<file path="config.mk">
export PLATFORM = sky130hd
export DESIGN_NAME = bus_arbiter_rr
export DESIGN_NICKNAME = d
export VERILOG_FILES = /design/src/rtl/bus_arbiter_rr.sv
export SDC_FILE = /design/constraint.sdc
export NUM_CORES = 1
export LEC_CHECK = 0
export BUFFER_PORTS_ARGS = -buffer_cell sky130_fd_sc_hd__buf_2
export CAP_MARGIN = 15
export CELL_PAD_IN_SITES_DETAIL_PLACEMENT = 0
export CELL_PAD_IN_SITES_GLOBAL_PLACEMENT = 2
export CORE_AREA = 2 2 58 60
export DETAILED_ROUTE_END_ITERATION = 7
export DIE_AREA = 0 0 60 62
export PLACE_DENSITY = 0.82
export SLEW_MARGIN = 20
export SYNTH_ARGS = -nofsm -noshare
export SYNTH_HDL_FRONTEND = slang
export SYNTH_SLANG_ARGS = --single-unit
</file>
<file path="constraint.sdc">
create_clock -name clk_i -period 3.35 [get_ports clk_i]
set_input_delay 0.335 -clock clk_i [delete_from_list [all_inputs] [get_ports clk_i]]
set_output_delay 0.335 -clock clk_i [all_outputs]
set_load 0.05 [all_outputs]
</file>
<file path="src/rtl/bus_arbiter_rr.sv">
// Round-robin arbiter for the shared SoC bus: one grant at a time, held from begin to end/error.
// Define BUS_ARB_WATCHDOG_EN to add a watchdog that forces busError/endTransaction on hung transfers.
module bus_arbiter_rr #(
    parameter int NUM_MASTERS     = 4,
    parameter int WATCHDOG_CYCLES = 1024
) (
    input  logic                   clk_i,
    input  logic                   rst_i,
    input  logic [NUM_MASTERS-1:0] req_i,
    output logic [NUM_MASTERS-1:0] grant_o,
    input  logic                   bus_beginTransaction_i,
    input  logic                   bus_endTransaction_i,
    input  logic                   bus_error_i,
    output logic                   bus_error_o,
    output logic                   bus_endTransaction_o,
    output logic                   active_o
);

    localparam int PTR_W = $clog2(NUM_MASTERS);

    typedef enum logic [1:0] {
        IDLE  = 2'd0,
        GRANT = 2'd1,
        BUSY  = 2'd2,
        TURN  = 2'd3
    } state_t;

    state_t                   state_r;
    state_t                   nextState_s;
    logic [NUM_MASTERS-1:0]   grant_r;
    logic [NUM_MASTERS-1:0]   grantNext_s;
    logic [PTR_W-1:0]         pointer_r;
    logic [PTR_W-1:0]         pointerNext_s;
    logic [PTR_W-1:0]         winner_s;
    logic                     active_r;
    logic                     anyReq_s;
    logic                     done_s;
    logic                     timeout_s;

    // Out-of-range configurations leave this named block as an elaboration marker.
    if (NUM_MASTERS < 2 || NUM_MASTERS > 8 || WATCHDOG_CYCLES < 2) begin : gBadConfig
    end

    function automatic logic [PTR_W-1:0] wrapInc(input logic [PTR_W-1:0] idx);
        return (idx == PTR_W'(NUM_MASTERS - 1)) ? {PTR_W{1'b0}} : idx + PTR_W'(1);
    endfunction

    // First requester at or after ptr, wrapping through all masters once.
    function automatic logic [PTR_W-1:0] pickWinner(input logic [NUM_MASTERS-1:0] req,
                                                    input logic [PTR_W-1:0]       ptr);
        logic [PTR_W-1:0] idx;
        logic [PTR_W-1:0] win;
        logic             found;
        logic             hit;
        idx   = ptr;
        win   = ptr;
        found = 1'b0;
        for (int i = 0; i < NUM_MASTERS; i++) begin
            hit   = !found && req[idx];
            win   = hit ? idx : win;
            found = found | hit;
            idx   = wrapInc(idx);
        end
        return win;
    endfunction

    assign anyReq_s = |req_i;
    assign done_s   = bus_endTransaction_i | bus_error_i;
    assign winner_s = pickWinner(req_i, pointer_r);

`ifdef BUS_ARB_WATCHDOG_EN
    localparam int CNT_W = $clog2(WATCHDOG_CYCLES);

    logic [CNT_W-1:0] cnt_r;
    logic             wdError_r;
    logic             wdEnd_r;

    assign timeout_s = (state_r == BUSY) && (cnt_r == CNT_W'(WATCHDOG_CYCLES - 1)) && !done_s;

    // Watchdog counter restarts outside BUSY; timeout pulses last exactly one cycle.
    always_ff @(posedge clk_i) begin
        if (rst_i) begin
            cnt_r     <= {CNT_W{1'b0}};
            wdError_r <= 1'b0;
            wdEnd_r   <= 1'b0;
        end else begin
            cnt_r     <= (state_r == BUSY) ? cnt_r + CNT_W'(1) : {CNT_W{1'b0}};
            wdError_r <= timeout_s;
            wdEnd_r   <= timeout_s;
        end
    end

    assign bus_error_o          = wdError_r;
    assign bus_endTransaction_o = wdEnd_r;
`else
    assign timeout_s            = 1'b0;
    assign bus_error_o          = 1'b0;
    assign bus_endTransaction_o = 1'b0;
`endif

    // State and registered outputs.
    always_ff @(posedge clk_i) begin
        if (rst_i) begin
            state_r   <= IDLE;
            grant_r   <= {NUM_MASTERS{1'b0}};
            pointer_r <= {PTR_W{1'b0}};
            active_r  <= 1'b0;
        end else begin
            state_r   <= nextState_s;
            grant_r   <= grantNext_s;
            pointer_r <= pointerNext_s;
            active_r  <= (nextState_s != IDLE);
        end
    end

    // Next-state logic; begin beats a same-cycle request drop in GRANT.
    always_comb begin
        nextState_s = state_r;
        case (state_r)
            IDLE: begin
                if (anyReq_s) nextState_s = GRANT;
                else          nextState_s = IDLE;
            end
            GRANT: begin
                if (bus_beginTransaction_i)     nextState_s = BUSY;
                else if (!(|(req_i & grant_r))) nextState_s = IDLE;
                else                            nextState_s = GRANT;
            end
            BUSY: begin
                if (done_s || timeout_s) nextState_s = TURN;
                else                     nextState_s = BUSY;
            end
            TURN:    nextState_s = IDLE;
            default: nextState_s = IDLE;
        endcase
    end

    // Grant and pointer updates; the pointer moves as soon as a winner is chosen.
    always_comb begin
        grantNext_s   = grant_r;
        pointerNext_s = pointer_r;
        case (state_r)
            IDLE: begin
                if (anyReq_s) begin
                    grantNext_s   = {{(NUM_MASTERS - 1){1'b0}}, 1'b1} << winner_s;
                    pointerNext_s = wrapInc(winner_s);
                end else begin
                    grantNext_s   = {NUM_MASTERS{1'b0}};
                end
            end
            GRANT, BUSY: begin
                if (nextState_s == IDLE || nextState_s == TURN) grantNext_s = {NUM_MASTERS{1'b0}};
                else                                            grantNext_s = grant_r;
            end
            default: grantNext_s = {NUM_MASTERS{1'b0}};
        endcase
    end

    assign grant_o  = grant_r;
    assign active_o = active_r;

endmodule
</file>
# Word level (Yosys, flattened, before mapping)
# Cells that the tools add are included.
dict set report word_totals {
  regBits 9
  latchBits 0
  ramBits 0
  romBits 0
  inputBits 9
  out_inout_bits 7
  wordCells 63
  memories 0
}
dict set report classes {
  addsub 4
  multipliers 0
  n_div 0
  n_lt_le_gt_ge 4
  n_eq_ne 9
  n_shift 1
  mux 23
  bitwise 4
  reduce_logical 14
}
# op n
set op_table {}
lappend op_table {{$mux W2} 8}
lappend op_table {{$eq A2 B2 Y1 const B} 7}
lappend op_table {{$lt A2 B3 Y1 const B} 4}
lappend op_table {{$add A2 B1 Y2 const B} 4}
lappend op_table {{$bmux W1 S2} 4}
lappend op_table {{$mux W4} 2}
lappend op_table {{$pmux W2 S4} 1}
lappend op_table {{$pmux W4 S2} 1}
lappend op_table {{$reduce_or A4 Y1} 2}
lappend op_table {{$mux W1} 7}
lappend op_table {{$and A4 B4 Y4} 1}
lappend op_table {{$logic_not A2 Y1} 2}
lappend op_table {{$shl A1 B2 Y4 const A} 1}
lappend op_table {{$logic_and A1 B1 Y1} 3}
lappend op_table {{$logic_not A1 Y1} 3}
lappend op_table {{$or A1 B1 Y1} 3}
lappend op_table {{$eq A2 B1 Y1 const B} 1}
lappend op_table {{$ne A2 B2 Y1 const B} 1}
lappend op_table {{$reduce_and A2 Y1} 1}
lappend op_table {{$reduce_bool A2 Y1} 1}
lappend op_table {{$reduce_or A2 Y1} 1}
lappend op_table {{$logic_or A1 B1 Y1} 1}

# Logic depth before layout (Yosys ltp)
# Gate-level depths: netlist of the first run.
dict set report logic_depth {
  depth_word 15
  mapped_depth 10
  ltp_nobuf 10
}

# Least setup slack after synthesis of the first run
# OpenSTA, ideal clock, no wires.
dict set report synth_path {
  path_kind {reg2reg}
  startpoint {register pointer_r[1]}
  endpoint {register pointer_r[1]}
  setup_time_ps 114
  t_arrival_ps 2348
  required_ps 3236
  slack_ps 888
  path_stages_with_launch 10
  n_path_buf 0
  synth_period_minus_slack_ps 2462
  path_cell_list {dfxtp_1 -> ha_1 -> or3_4 -> and4b_4 -> o31ai_4 -> o21a_2 -> mux2i_1 -> ha_1 -> a21oi_1 -> nor2_1}
}
dict set report synth_via {
  elab_chain_cells 14
  word_cells_on_any_way 31
  cone_classes {add/sub: 4; eq/ne: 4; mux: 15; bitwise: 2; reduce/logical: 6}
}
# element line_no
set synth_lines {}
lappend synth_lines {{from (decl)} 32} ;# logic [PTR_W-1:0] pointer_r;
lappend synth_lines {{from (signal assigned)} 106} ;# pointer_r <= {PTR_W{1'b0}};
lappend synth_lines {{from (signal assigned)} 111} ;# pointer_r <= pointerNext_s;
lappend synth_lines {{branches (longest 11 deep; another with $add A2 B1 Y2)} n/a}
lappend synth_lines {{$mux W2 *} 60} ;# win = hit ? idx : win;
lappend synth_lines {{$add A2 B1 Y2 or $eq A2 B2 Y1 (tied branches)} 45} ;# return (idx == PTR_W'(NUM_MASTERS - 1)) ? {PTR_W{1'b0}} : idx + PTR_W'(1);
lappend synth_lines {{$mux W2 *} 45}
# Every way passes the cells marked *. The select of a mux whose other input is x is not followed.
# A chain may end at the register's enable or synchronous reset.

# Final worst setup path of the first run
# Same ends and word-level chain as after synthesis.

==> results.sh, run 1 <==
export IMPL_clockBufferDepth=2
export IMPL_status="completed"
export IMPL_drv_cap=0
export IMPL_synth_seq_area_share_pct=18.6
export IMPL_synth_most_common_cell="a21oi_1"
export IMPL_vias=828
export IMPL_cts_tree="built"
export IMPL_dp_slack_ns=0.506
export IMPL_area_growth_pct=9.02
export IMPL_finalSetupTns_ns=0
export IMPL_viasPerCell=5.02
export IMPL_worstPathCellList="ha_1, or3_4, and4b_4, o31ai_4, o21a_2, mux2i_1, ha_1, a21oi_1, nor2_1"
export IMPL_whs_ns=0.386
export IMPL_drc=0
export IMPL_die_w_um=60
export IMPL_setup_ws_ns=0.458
export IMPL_synth_top_area_share_pct=18.6
export IMPL_cp_max_fo=12
export IMPL_yosysWarningCount=0
export IMPL_antenna_left=0
export IMPL_max_freq_mhz=346
export IMPL_crit_type="reg -> reg"
export IMPL_critPathArrivalTime_ns=3.04
export IMPL_clock_sinks=9
export IMPL_cp_depth=9
export IMPL_dr_pass1_iters=4
export IMPL_core_rowCount=21
export IMPL_drtIter0Drc=6
export IMPL_drt_total_wl_mm=2.16
export IMPL_cp_slowest_stage_delay_ns=0.47
export IMPL_overflow=0
export IMPL_crit_slowest_cell="dfxtp_1"
export IMPL_slew_violations=0
export IMPL_finalClockSkew_ns=0.00127
export IMPL_required_ns=3.50
export IMPL_cts_resized=0
export IMPL_start_util_pct=30.5
export IMPL_nets=138
export IMPL_path_buf_inv=0
export IMPL_ios=16
export IMPL_final_hold_viol_count=0
export IMPL_clk_latency_ns=0.26
export IMPL_yosysTopAreaCell="dfxtp_1"
export IMPL_cts_hold_buf=0
export IMPL_antenna_cells=0
export IMPL_antenna_found_initial=0
export IMPL_grt_pass1_vias=846
export IMPL_synth_seq_cells=9
export IMPL_synthDistinctLibCells=42
export IMPL_numCtsBuffers=3
export IMPL_clock_tree_root_cell="clkbuf_4"
export IMPL_wl_per_cell_um=13.1
export IMPL_synth_enable_flop_cells=0
export IMPL_grt_pass1_wl_mm=3.76
export IMPL_worstSetupStartpointType="flip-flop"
export IMPL_path_clk_slew_ns=0.06
export IMPL_htree_levels=1
export IMPL_grt_util_all_layers_pct=13.3
export IMPL_leakagePower_uw=0.000419
export IMPL_cpLargestDelayFamily="adder cells"
export IMPL_grt_max_degree=14
export IMPL_rsz0062_at_grt="no"
export IMPL_synth_area_um2=971
export IMPL_synth_area_top_cells="dfxtp_1 (19%), ha_1 (12%), mux2_2 (7.0%), a21oi_1 (5.2%), buf_4 (4.6%)"
export IMPL_ys_flop_type="dfxtp_1"
export IMPL_hpwlAfterDp_mm=1.70
export IMPL_chipHeight_um=62
export IMPL_min_path_cells=2
export IMPL_syn_area_per_cell_um2=8.91
export IMPL_r2r_cells=9
export IMPL_async_flop_share_pct=0
export IMPL_setup_viol=0
export IMPL_ir_drop_mv=0.311
export IMPL_synth_common_cells="a21oi_1 (10), dfxtp_1 (9), ha_1 (9), nor2_1 (9), nand3_1 (8)"
export IMPL_fin_crit_sh_pct=86.3
export IMPL_end_kind="flip-flop"
export IMPL_cts_setup_buffers=0
export IMPL_hold_class="in -> reg"
export IMPL_gp_congestion=0.768
export IMPL_crit_top_cell="ha_1"
export IMPL_core_area_um2=3180
export IMPL_io_buffer_count=13
export IMPL_dieArea_um2=3720
export IMPL_layout_drive_gt1_share_pct=30.3
export IMPL_synth_cells=109
export IMPL_p_per_area_nw_per_um2=785
export IMPL_final_min_clock_period_ns=2.89
per-stage QoR:
step	utilization [%]	area, um^2	cells	power, uW
after floorplan	-	975	110	651
after global placement	32.5	1030	161	740
after detailed placement	32.5	1030	161	747
after CTS	33.3	1060	165	840
after global routing	33.3	1060	165	907
final	33.3	1060	165	831
logic make-up after synthesis:
group	count (synthesis)	share of synthesized area [%]
other	1	0.386
AND/OR/NAND/NOR	35	21.0
AO/OA/AOI/OAI	28	21.8
flip-flops	9	18.6
adder cells (fa/ha/maj)	9	11.6
buffers and inverters	14	9.41
multiplexers	13	17.3
state kept, by name, summed over array words and instances, names as in the netlist:
signal     flops
pointer_r      2
active_o       1
grant_o        4
state_r        2
final timing paths:
check	startpoint	endpoint	slack [ns]
max	pointer_r[1]	pointer_r[1]	0.46
min	rst_i	grant_o[1]	0.39
max reg2reg	pointer_r[1]	pointer_r[1]	0.46
min reg2reg	grant_o[2]	grant_o[2]	0.49
report_power, final:
| group | total (uW) | switching (uW) | internal [uW] |
|---|---|---|---|
| registers | 162 | 26.8 | 136 |
| clock network | 83.8 | 37.9 | 45.9 |
| logic | 585 | 340 | 245 |
| total | 831 | 404 | 426 |
cells in the final DEF (no fill, tap or decap), drive strengths merged:
master,n
o21a,1
dfxtp,9
mux2,7
nor2b,1
ha,9
o41a,1
nand3b,2
a221oi,1
a211o,1
mux2i,4
o21ai,4
o22ai,1
o31ai,1
nor3,1
nand2,4
mux4,2
nor4,1
nand3,8
a311o,1
and4b,1
nor2,9
and2b,3
conb,2
and3,1
nor4b,1
nand4,1
inv,5
a21oi,10
clkbuf,4
buf,14
a311oi,1
nand2b,1
or3,1
a211oi,2
o221ai,1
a21o,1
a22oi,2
final cells by class:
cell class              instances  area, um^2
fillers                       356        2120
repair buffers                 14        72.6
flip-flops and latches          9         180
well taps                      46        57.6
clock buffers                   4        26.3
multi-input cells              87         703
inverters                       5        18.8
routing by layer:
layer | track usage [%] | up-vias | routed length [um]
li1 | - | 423 | -
met1 | 16.1 | 387 | 1020
met2 | 24.2 | 16 | 1040
met3 | 2.69 | 2 | 79
met4 | 2.86 | 0 | 13
met5 | 0 | - | 0
worst register-to-register path: stages, from the launching register on:
cell and delay [ns]:
dfxtp_1 0.47, ha_1 0.44, or3_4 0.47, and4b_4 0.21
o31ai_4 0.38, o21a_2 0.23, mux2i_1 0.10, ha_1 0.31
a21oi_1 0.13, nor2_1 0.05
Note: power is estimated with default switching activity, not from simulation.
==> inputs of run 2 (changes only) <==
==> constraint.sdc (replaced) <==
create_clock -name clk_i -period 2.9 [get_ports clk_i]
set_input_delay 0.29 -clock clk_i [delete_from_list [all_inputs] [get_ports clk_i]]
set_output_delay 0.29 -clock clk_i [all_outputs]
set_load 0.05 [all_outputs]
==> results.sh, run 2 (synthesized netlist as in run 1, its figures left out) <==
export IMPL_status="completed"
export IMPL_final_min_clock_period_ns=2.70
export IMPL_largest_reg_flops=4
export IMPL_drv_cap=0
export IMPL_grt_use_met3_pct=2.28
export IMPL_hold_class="in -> reg"
export IMPL_dp_cells=162
export IMPL_wl_per_cell_um=12.8
export IMPL_clk_latency_ns=0.26
export IMPL_use_met2_pct=20.3
export IMPL_antenna_left=0
export IMPL_ios=16
export IMPL_leakagePower_uw=0.000424
export IMPL_drc=0
export IMPL_gp_congestion=0.854
export IMPL_clock_tree_root_cell="clkbuf_4"
export IMPL_setup_ws_ns=0.195
export IMPL_final_cell_mix="buf_2 (13), a21oi_1 (10), nor2_1 (9), ha_1 (9), dfxtp_1 (9)"
export IMPL_grtUsageMet1_pct=16.2
export IMPL_pwr_share_comb_pct=70.3
export IMPL_crit_type="reg -> reg"
export IMPL_crit_path_start="pointer_r[1]"
export IMPL_cp_depth=9
export IMPL_p_seq_share_pct=19.4
export IMPL_worstPathCellList="ha_1, or3_4, and4b_4, o31ai_4, o21a_2, mux2i_1, ha_1, a21oi_1, nor2_1"
export IMPL_core_rowCount=21
export IMPL_dp_slack_ns=0.204
export IMPL_r2r_start="pointer_r[1]"
export IMPL_crit_slowest_cell="dfxtp_1"
export IMPL_worst_hold_path_endpoint="active_o"
export IMPL_final_hold_viol_count=0
export IMPL_r2r_end="pointer_r[1]"
export IMPL_cp_slowest_stage_delay_ns=0.47
export IMPL_r2r_slack_ns=0.20
export IMPL_die_w_um=60
export IMPL_drtIter0Drc=13
export IMPL_crit_top_cell="ha_1"
export IMPL_switching_share_pct=48.4
export IMPL_htree_levels=1
export IMPL_p_int_uw=501
export IMPL_dieArea_um2=3720
export IMPL_antenna_found_initial=0
export IMPL_grt_util_all_layers_pct=12.6
export IMPL_nets=139
export IMPL_max_freq_mhz=370
export IMPL_dr_pass1_iters=4
export IMPL_min_from="rst_i"
export IMPL_worstSetupStartpointType="flip-flop"
export IMPL_cts_hold_buf=0
export IMPL_path_clk_slew_ns=0.07
export IMPL_cpLargestDelayFamily="compound AO/OA/AOI/OAI gates"
export IMPL_cts_resized=0
export IMPL_viasPerCell=5.13
export IMPL_setup_viol=0
export IMPL_slew_violations=0
export IMPL_chipHeight_um=62
export IMPL_area_growth_pct=9.79
export IMPL_required_ns=3.05
export IMPL_cts_tree="built"
export IMPL_end_kind="flip-flop"
export IMPL_layout_drive_gt1_share_pct=30.8
export IMPL_design_area_um2=1070
export IMPL_numCtsBuffers=3
export IMPL_ir_drop_mv=0.358
export IMPL_min_path_cells=2
export IMPL_num_fill_cells=352
export IMPL_critPathArrivalTime_ns=2.86
export IMPL_final_common_cell="buf_2"
export IMPL_final_cells=166
export IMPL_p_switching_uw=469
export IMPL_antenna_cells=0
export IMPL_drt_total_wl_mm=2.13
export IMPL_fin_crit_sh_pct=93.3
export IMPL_hpwlAfterDp_mm=1.65
export IMPL_r2r_cells=9
export IMPL_cp_max_fo=7
export IMPL_cts_setup_buffers=0
export IMPL_grt_pass1_wl_mm=3.58
export IMPL_grt_max_degree=14
export IMPL_placed_area_um2=1040
export IMPL_finalClockSkew_ns=0.00645
export IMPL_finalSetupTns_ns=0
export IMPL_p_per_area_nw_per_um2=910
export IMPL_clock_sinks=9
export IMPL_pwr_share_clk_pct=10.3
export IMPL_vias=852
export IMPL_grt_pass1_vias=830
export IMPL_rsz0062_at_grt="no"
export IMPL_start_util_pct=30.5
export IMPL_clockBufferDepth=2
export IMPL_path_buf_inv=0
export IMPL_core_area_um2=3180
export IMPL_overflow=0
export IMPL_io_buffer_count=13
export IMPL_grt_busiest_layer="met2"
run 2: cell types whose count changed in the layout (fill, tap and decap cells not counted), sizes merged:
cell,delta
buf,+1
run 2: cell type report:
class	count	area [um^2]	share of cell area (%)
flip-flops and latches	9	180	16.9
multi-input cells	87	703	66.0
clock buffers	4	26.3	2.46
well taps	46	57.6	5.40
inverters	5	18.8	1.76
repair buffers	15	80.1	7.51
run 2: power by group through the flow:
stage	Sequential (uW)	Clock, uW	Combinational (uW)
floorplan	257	0	495
global placement	190	0	675
detailed placement	190	0	680
CTS	187	101	685
global route	193	108	744
finish	188	99.7	682
run 2: worst max-delay path by stage:
stage	end
after floorplan	pointer_r[1]
after global placement	pointer_r[1]
after detailed placement	pointer_r[1]
after CTS	pointer_r[1]
after global routing	pointer_r[1]
final	pointer_r[1]
run 2: layer usage:
layer / wire length [um] / part of all wire [%]
met4: 28 / 1.3
met2: 981 / 46
met5: 0 / 0
met1: 1040 / 49
met3: 79 / 3.7
run 2: through the flow:
stage	hold WS, ns	total power (uW)	util [%]
after CTS	0.332	973	33.5
final	0.335	970	33.5
after global placement	0.481	866	32.7
after global routing	0.363	1040	33.5
after floorplan	0.499	752	-
after detailed placement	0.481	870	32.7
